File: config.mk
export PLATFORM = sky130hd
export DESIGN_NAME = crypto_out_arb
export DESIGN_NICKNAME = d
export VERILOG_FILES = /design/src/rtl/crypto_pkg.sv /design/src/rtl/crypto_out_reg.sv /design/src/rtl/crypto_out_arb.sv
export SDC_FILE = /design/constraint.sdc
export NUM_CORES = 1
export LEC_CHECK = 0
export ABC_AREA = 1
export CORE_MARGIN = 4
export CORE_UTILIZATION = 30
export DETAILED_ROUTE_END_ITERATION = 7
export DONT_BUFFER_PORTS = 1
export PLACE_DENSITY = 0.44
export SYNTH_ARGS = -nofsm -noshare
export SYNTH_HDL_FRONTEND = slang
export SYNTH_HIERARCHICAL = 1
export SYNTH_SLANG_ARGS = --single-unit
File: constraint.sdc
create_clock -name clk -period 4.6 [get_ports clk]
set_clock_uncertainty 0.1 [all_clocks]
set_input_delay 0.69 -clock clk [delete_from_list [all_inputs] [get_ports clk]]
set_output_delay 0.69 -clock clk [all_outputs]
set_load 0.01 [all_outputs]
File: src/rtl/crypto_pkg.sv
// Shared types and constants for the crypto result-channel arbiter.
// Build option CRYPTO_ARB_CNT_EN adds per-source delivered-beat counters.
package crypto_pkg;

  localparam int DATA_W = 128;

  localparam logic SRC_AES = 1'b0;
  localparam logic SRC_RSA = 1'b1;

  typedef enum logic [1:0] {
    ARB_IDLE,
    ARB_LOCK_AES,
    ARB_LOCK_RSA
  } arb_state_t;

endpackage

File: src/rtl/crypto_out_reg.sv
// Single registered ready/valid output stage carrying data, last flag
// and source tag; drains and reloads in the same cycle for full rate.
module crypto_out_reg #(
  parameter int W = crypto_pkg::DATA_W
) (
  input  logic         clk,
  input  logic         rst,
  input  logic         load_i,
  input  logic [W-1:0] data_i,
  input  logic         last_i,
  input  logic         src_i,
  input  logic         out_ready_i,
  output logic [W-1:0] out_data_o,
  output logic         out_last_o,
  output logic         out_src_o,
  output logic         out_valid_o,
  output logic         space_o
);

  logic [W-1:0] data_q;
  logic         last_q;
  logic         src_q;
  logic         valid_q;

  assign space_o = !valid_q | out_ready_i;

  always_ff @(posedge clk or negedge rst) begin
    if (!rst) begin
      data_q  <= '0;
      last_q  <= 1'b0;
      src_q   <= 1'b0;
      valid_q <= 1'b0;
    end else if (load_i) begin
      data_q  <= data_i;
      last_q  <= last_i;
      src_q   <= src_i;
      valid_q <= 1'b1;
    end else if (out_ready_i) begin
      valid_q <= 1'b0;
    end
  end

  assign out_data_o  = data_q;
  assign out_last_o  = last_q;
  assign out_src_o   = src_q;
  assign out_valid_o = valid_q;

endmodule

File: src/rtl/crypto_out_arb.sv
// Packet-granular round-robin arbiter of AES/RSA beats onto one channel.
// Define CRYPTO_ARB_CNT_EN to add aes_beats_o/rsa_beats_o counters.
module crypto_out_arb #(
  parameter int DATA_W = crypto_pkg::DATA_W
`ifdef CRYPTO_ARB_CNT_EN
  , parameter int CNT_W = 16
`endif
) (
  input  logic              clk,
  input  logic              rst,
  input  logic              stall,
  input  logic              aes_valid_i,
  input  logic              aes_last_i,
  input  logic [DATA_W-1:0] aes_data_i,
  output logic              aes_ready_o,
  input  logic              rsa_valid_i,
  input  logic              rsa_last_i,
  input  logic [DATA_W-1:0] rsa_data_i,
  output logic              rsa_ready_o,
  output logic [DATA_W-1:0] out_data_o,
  output logic              out_last_o,
  output logic              out_src_o,
  output logic              out_valid_o,
  input  logic              out_ready_i
`ifdef CRYPTO_ARB_CNT_EN
  , output logic [CNT_W-1:0] aes_beats_o
  , output logic [CNT_W-1:0] rsa_beats_o
`endif
);

  import crypto_pkg::*;

  arb_state_t state_q;
  logic       rr_q;

  logic              space;
  logic              acc_en;
  logic              aes_gnt;
  logic              rsa_gnt;
  logic              aes_acc;
  logic              rsa_acc;
  logic              acc;
  logic              sel_src;
  logic              sel_last;
  logic [DATA_W-1:0] sel_data;

  always_comb begin
    aes_gnt = 1'b0;
    rsa_gnt = 1'b0;
    unique case (state_q)
      ARB_IDLE: begin
        aes_gnt = aes_valid_i & !(rsa_valid_i & rr_q);
        rsa_gnt = rsa_valid_i & !(aes_valid_i & !rr_q);
      end
      ARB_LOCK_AES: aes_gnt = 1'b1;
      ARB_LOCK_RSA: rsa_gnt = 1'b1;
      default: ;
    endcase
  end

  // rst gates readies so nothing is offered while held in reset
  assign acc_en      = space & !stall & rst;
  assign aes_ready_o = acc_en & aes_gnt;
  assign rsa_ready_o = acc_en & rsa_gnt;

  assign aes_acc  = aes_valid_i & aes_ready_o;
  assign rsa_acc  = rsa_valid_i & rsa_ready_o;
  assign acc      = aes_acc | rsa_acc;
  assign sel_src  = rsa_acc ? SRC_RSA : SRC_AES;
  assign sel_last = rsa_acc ? rsa_last_i : aes_last_i;
  assign sel_data = rsa_acc ? rsa_data_i : aes_data_i;

  always_ff @(posedge clk or negedge rst) begin
    if (!rst) begin
      state_q <= ARB_IDLE;
      rr_q    <= SRC_AES;
    end else if (acc) begin
      if (sel_last) begin
        state_q <= ARB_IDLE;
        rr_q    <= ~sel_src;
      end else if (sel_src == SRC_RSA) begin
        state_q <= ARB_LOCK_RSA;
      end else begin
        state_q <= ARB_LOCK_AES;
      end
    end
  end

  crypto_out_reg #(
    .W (DATA_W)
  ) u_out_reg (
    .clk         (clk),
    .rst         (rst),
    .load_i      (acc),
    .data_i      (sel_data),
    .last_i      (sel_last),
    .src_i       (sel_src),
    .out_ready_i (out_ready_i),
    .out_data_o  (out_data_o),
    .out_last_o  (out_last_o),
    .out_src_o   (out_src_o),
    .out_valid_o (out_valid_o),
    .space_o     (space)
  );

`ifdef CRYPTO_ARB_CNT_EN
  logic [CNT_W-1:0] aes_cnt_q;
  logic [CNT_W-1:0] rsa_cnt_q;

  always_ff @(posedge clk or negedge rst) begin
    if (!rst) begin
      aes_cnt_q <= '0;
      rsa_cnt_q <= '0;
    end else if (out_valid_o & out_ready_i) begin
      if (out_src_o == SRC_RSA) begin
        rsa_cnt_q <= rsa_cnt_q + 1'b1;
      end else begin
        aes_cnt_q <= aes_cnt_q + 1'b1;
      end
    end
  end

  assign aes_beats_o = aes_cnt_q;
  assign rsa_beats_o = rsa_cnt_q;
`endif

endmodule

==> summary.txt <==
Outcome
  • Status: finished, final reports clean

Floorplanning
  • Die area: 0.0251 mm²
  • Core Area: 0.0220 mm²
  • Die H: 159 µm
  • Initial Util: 0.309
  • # IOs: 397
  • Die width: roughly 160 µm
  • Site Rows: 54

Layout
  • Layout cells sized above 1: 0.0417
  • Commonest non-fill, non-tap cell in the layout: nand2_1
  • Most frequent cells in the layout: nand2_1, dfrtp_1, clkbuf_16, inv_1
  • Final antenna diode count: 0
  • Final Net Count: 1235
  • Core Util, Final: 0.342
  • Area grow syn2layout: 10.8%

Pwr
  • Logic pwr share: 0.187
  • Sw Share: 0.377
  • Clock power share: 0.317
  • Sw power: 1.86 mW
  • Int Power: 3.07 mW
  • Flop pwr share: 0.497
  • Peak VDD IR: 0.000186 V
  • Leakage: 4.34 nW
  • Pwr dens: 655 mW/mm²

Timing
  • Hold Vio Cnt, Final: 0
  • Tmin final: 3250 ps
  • Final period utilization: 0.706
  • Hold Slack: 149 ps
  • Unrepaired setup endpoints after global routing: false
  • Highest Clock Rate: 0.308 GHz
  • Setup violators final: 0
  • Worst-margin pin slew: approximately 940 ps
  • Setup TNS: 0 ps
  • Max-slew violation count: 0
  • Fin worst setup slack: ~1400 ps
  • Worst rel slew slack: 0.375

Placement
  • Placement Setup Slack: between 1000 and 1500 ps
  • IO Port Bufs: 0
  • GPL Wtd Cong: 0.753
  • Detail Placement HPWL: 15100 µm

Route
  • DRT Wirelength: approximately 21000 µm
  • Via density per instance: 4.56
  • Drt drc: 0
  • DR iter-0 viols: 342
  • Total number of vias: roughly 5800
  • Post-route ant nets: 0
  • First drt pass iteration count: 5
  • Per-cell routed wire length: around 17 µm

CTS
  • Clock Latency Late Sink: 420 ps
  • CTS tree: yes
  • # Post-CTS Setup Buffers: 0
  • Clk sinks: 134
  • Htree depth: 4
  • CTS root buffer: clkbuf_16
  • Max clock buf depth: 2
  • CTS Buf Count: 17
  • Clock-pin transition on the worst setup and hold timing paths: 60 ps

Global routing
  • First-pass GRT wire length: 30600 µm
  • Remaining global-route overflow: 0
  • Initial antenna violation count: 0
  • GRT Total Usage: 0.159
  • Largest net degree at the start of global routing: 135
  • Vias in the first global route: between 5000 and 6000

Critical path
  • Crit Path Max Fanout: 86
  • Crit path max-delay family: simple AND/OR/NAND/NOR gates
  • CP startpoint kind: flop
  • Worst EP required: between 4000 and 5000 ps
  • Slowest-stage cell, CP: buf_4
  • Critical path endpoint category: flop
  • Critical path's most frequent cell: nand2_1
  • Crit Path Class: flop to flop
  • WP data arrival: 3500 ps
  • CP max stage delay: 770 ps
  • CP bufs+invs: 1
  • CP Cell Sequence: nand2_1 -> nand3_1 -> nor2_1 -> nand3_4 -> nand2_4 -> buf_4 -> nand2_1 -> nand2_1

Synthesis
  • Cell area after synthesis: 0.00680 mm²
  • Netlist cell types: 16
  • Synth area leader: dfrtp_1
  • Synth Register Bits: between 100 and 150
  • Top cell type's share of synthesized area: 0.493
  • Net Count, Synth: 1266
  • Register area share after synthesis: 0.493
  • Mapped Cells: 1002
  • Ys Warns: 6
  • Ranking of synthesized cells by area: dfrtp_1, nand2_1, buf_2
  • Synth Area per Inst: 6.79 µm²

Flow run
  • Max-cap violations: 0

Min path
  • Min-delay worst type: input port to asynchronous set/reset pin
## metal layers
metal	up-vias	GRT usage	share of wire
li1	2911	-	-
met1	2580	0.185	0.39
met2	256	0.275	0.50
met3	16	0.0595	0.094
met4	0	0.0471	0.013
met5	-	0	0
## what timing repair did
| action | in CTS | in global routing |
|---|---|---|
| setup endpoints to repair | 0 | 0 |
| resized for setup | 0 | 0 |
| endpoints found under the hold margin | 134 | 0 |
| hold buffers | 1 | 0 |
## power by group through the flow
stage,clock (mW),combinational (mW),sequential [mW]
CTS,1.61,0.946,2.48
floorplan,0,0.790,2.27
global placement,0,0.890,2.51
global route,1.66,1.11,2.53
detailed placement,0,0.921,2.48
finish,1.56,0.921,2.45
## state kept, by name, indices dropped and copies added (netlist names)
register and count:
u_out_reg/out_valid_o 1, rr_q 1, u_out_reg/out_last_o 1, u_out_reg/out_data_o 128, u_out_reg/out_src_o 1, state_q 2
## layout make-up
cell class | instances | area, µm²
Fill cell | 2403 | 14500
Sequential cell | 134 | 3350
Multi-Input combinational cell | 799 | 3040
Clock buffer | 20 | 447
Tap cell | 280 | 350
Clock inverter | 12 | 224
Timing Repair Buffer | 7 | 72.6
Inverter | 12 | 50.0
## metrics by stage
stage                     instance area [µm²]  power (mW)  cells
after floorplan                          6800        3.06   1002
after global placement                   6840        3.40   1231
after detailed placement                 6840        3.41   1231
after CTS                                7530        5.04   1264
after global routing                     7530        5.30   1264
final                                    7530        4.93   1264
## final timing paths
kind | end | slack (ps) | from | depth (start not counted)
max in group asynchronous | u_out_reg/out_data_o[31] | 3730 | rst | 1
min in group clk | rr_q | 340 | aes_last_i | 2
hold reg to reg | rr_q | 380 | rr_q | 2
setup reg to reg | u_out_reg/out_data_o[26] | 1350 | u_out_reg/out_valid_o | 8
hold / removal | u_out_reg/out_data_o[93] | 150 | rst | 1
setup / recovery | u_out_reg/out_data_o[26] | 1350 | u_out_reg/out_valid_o | 8
## kinds of logic (layout without fill, tap and decap cells)
| family | Yosys count | count (layout) | share of synthesized area |
|---|---|---|---|
| AND/OR/NAND/NOR | 797 | 797 | 0.443 |
| flip-flops | 134 | 134 | 0.493 |
| buffers and inverters | 69 | 51 | 0.0626 |
| AO/OA/AOI/OAI | 2 | 2 | 0.00147 |
## cell usage after synthesis
| cell type | count |
|---|---|
| and2_1 | 1 |
| dfrtp_1 | 134 |
| inv_2 | 1 |
| inv_4 | 1 |
| clkbuf_1 | 5 |
| o21ai_0 | 2 |
| inv_1 | 10 |
| buf_4 | 13 |
| buf_8 | 1 |
| nand2_1 | 786 |
| nor2_1 | 2 |
| buf_2 | 29 |
| nand3_2 | 1 |
| buf_6 | 9 |
| nand4_1 | 2 |
| nand3_1 | 5 |
## worst register-to-register path, stage by stage (launching register included)
cell     delay, ps
dfrtp_1        420
nand2_1        110
nand3_1        120
nor2_1         260
nand3_4        440
nand2_4        610
buf_4          780
nand2_1        230
nand2_1        110
(Power assumes the default switching activity.)
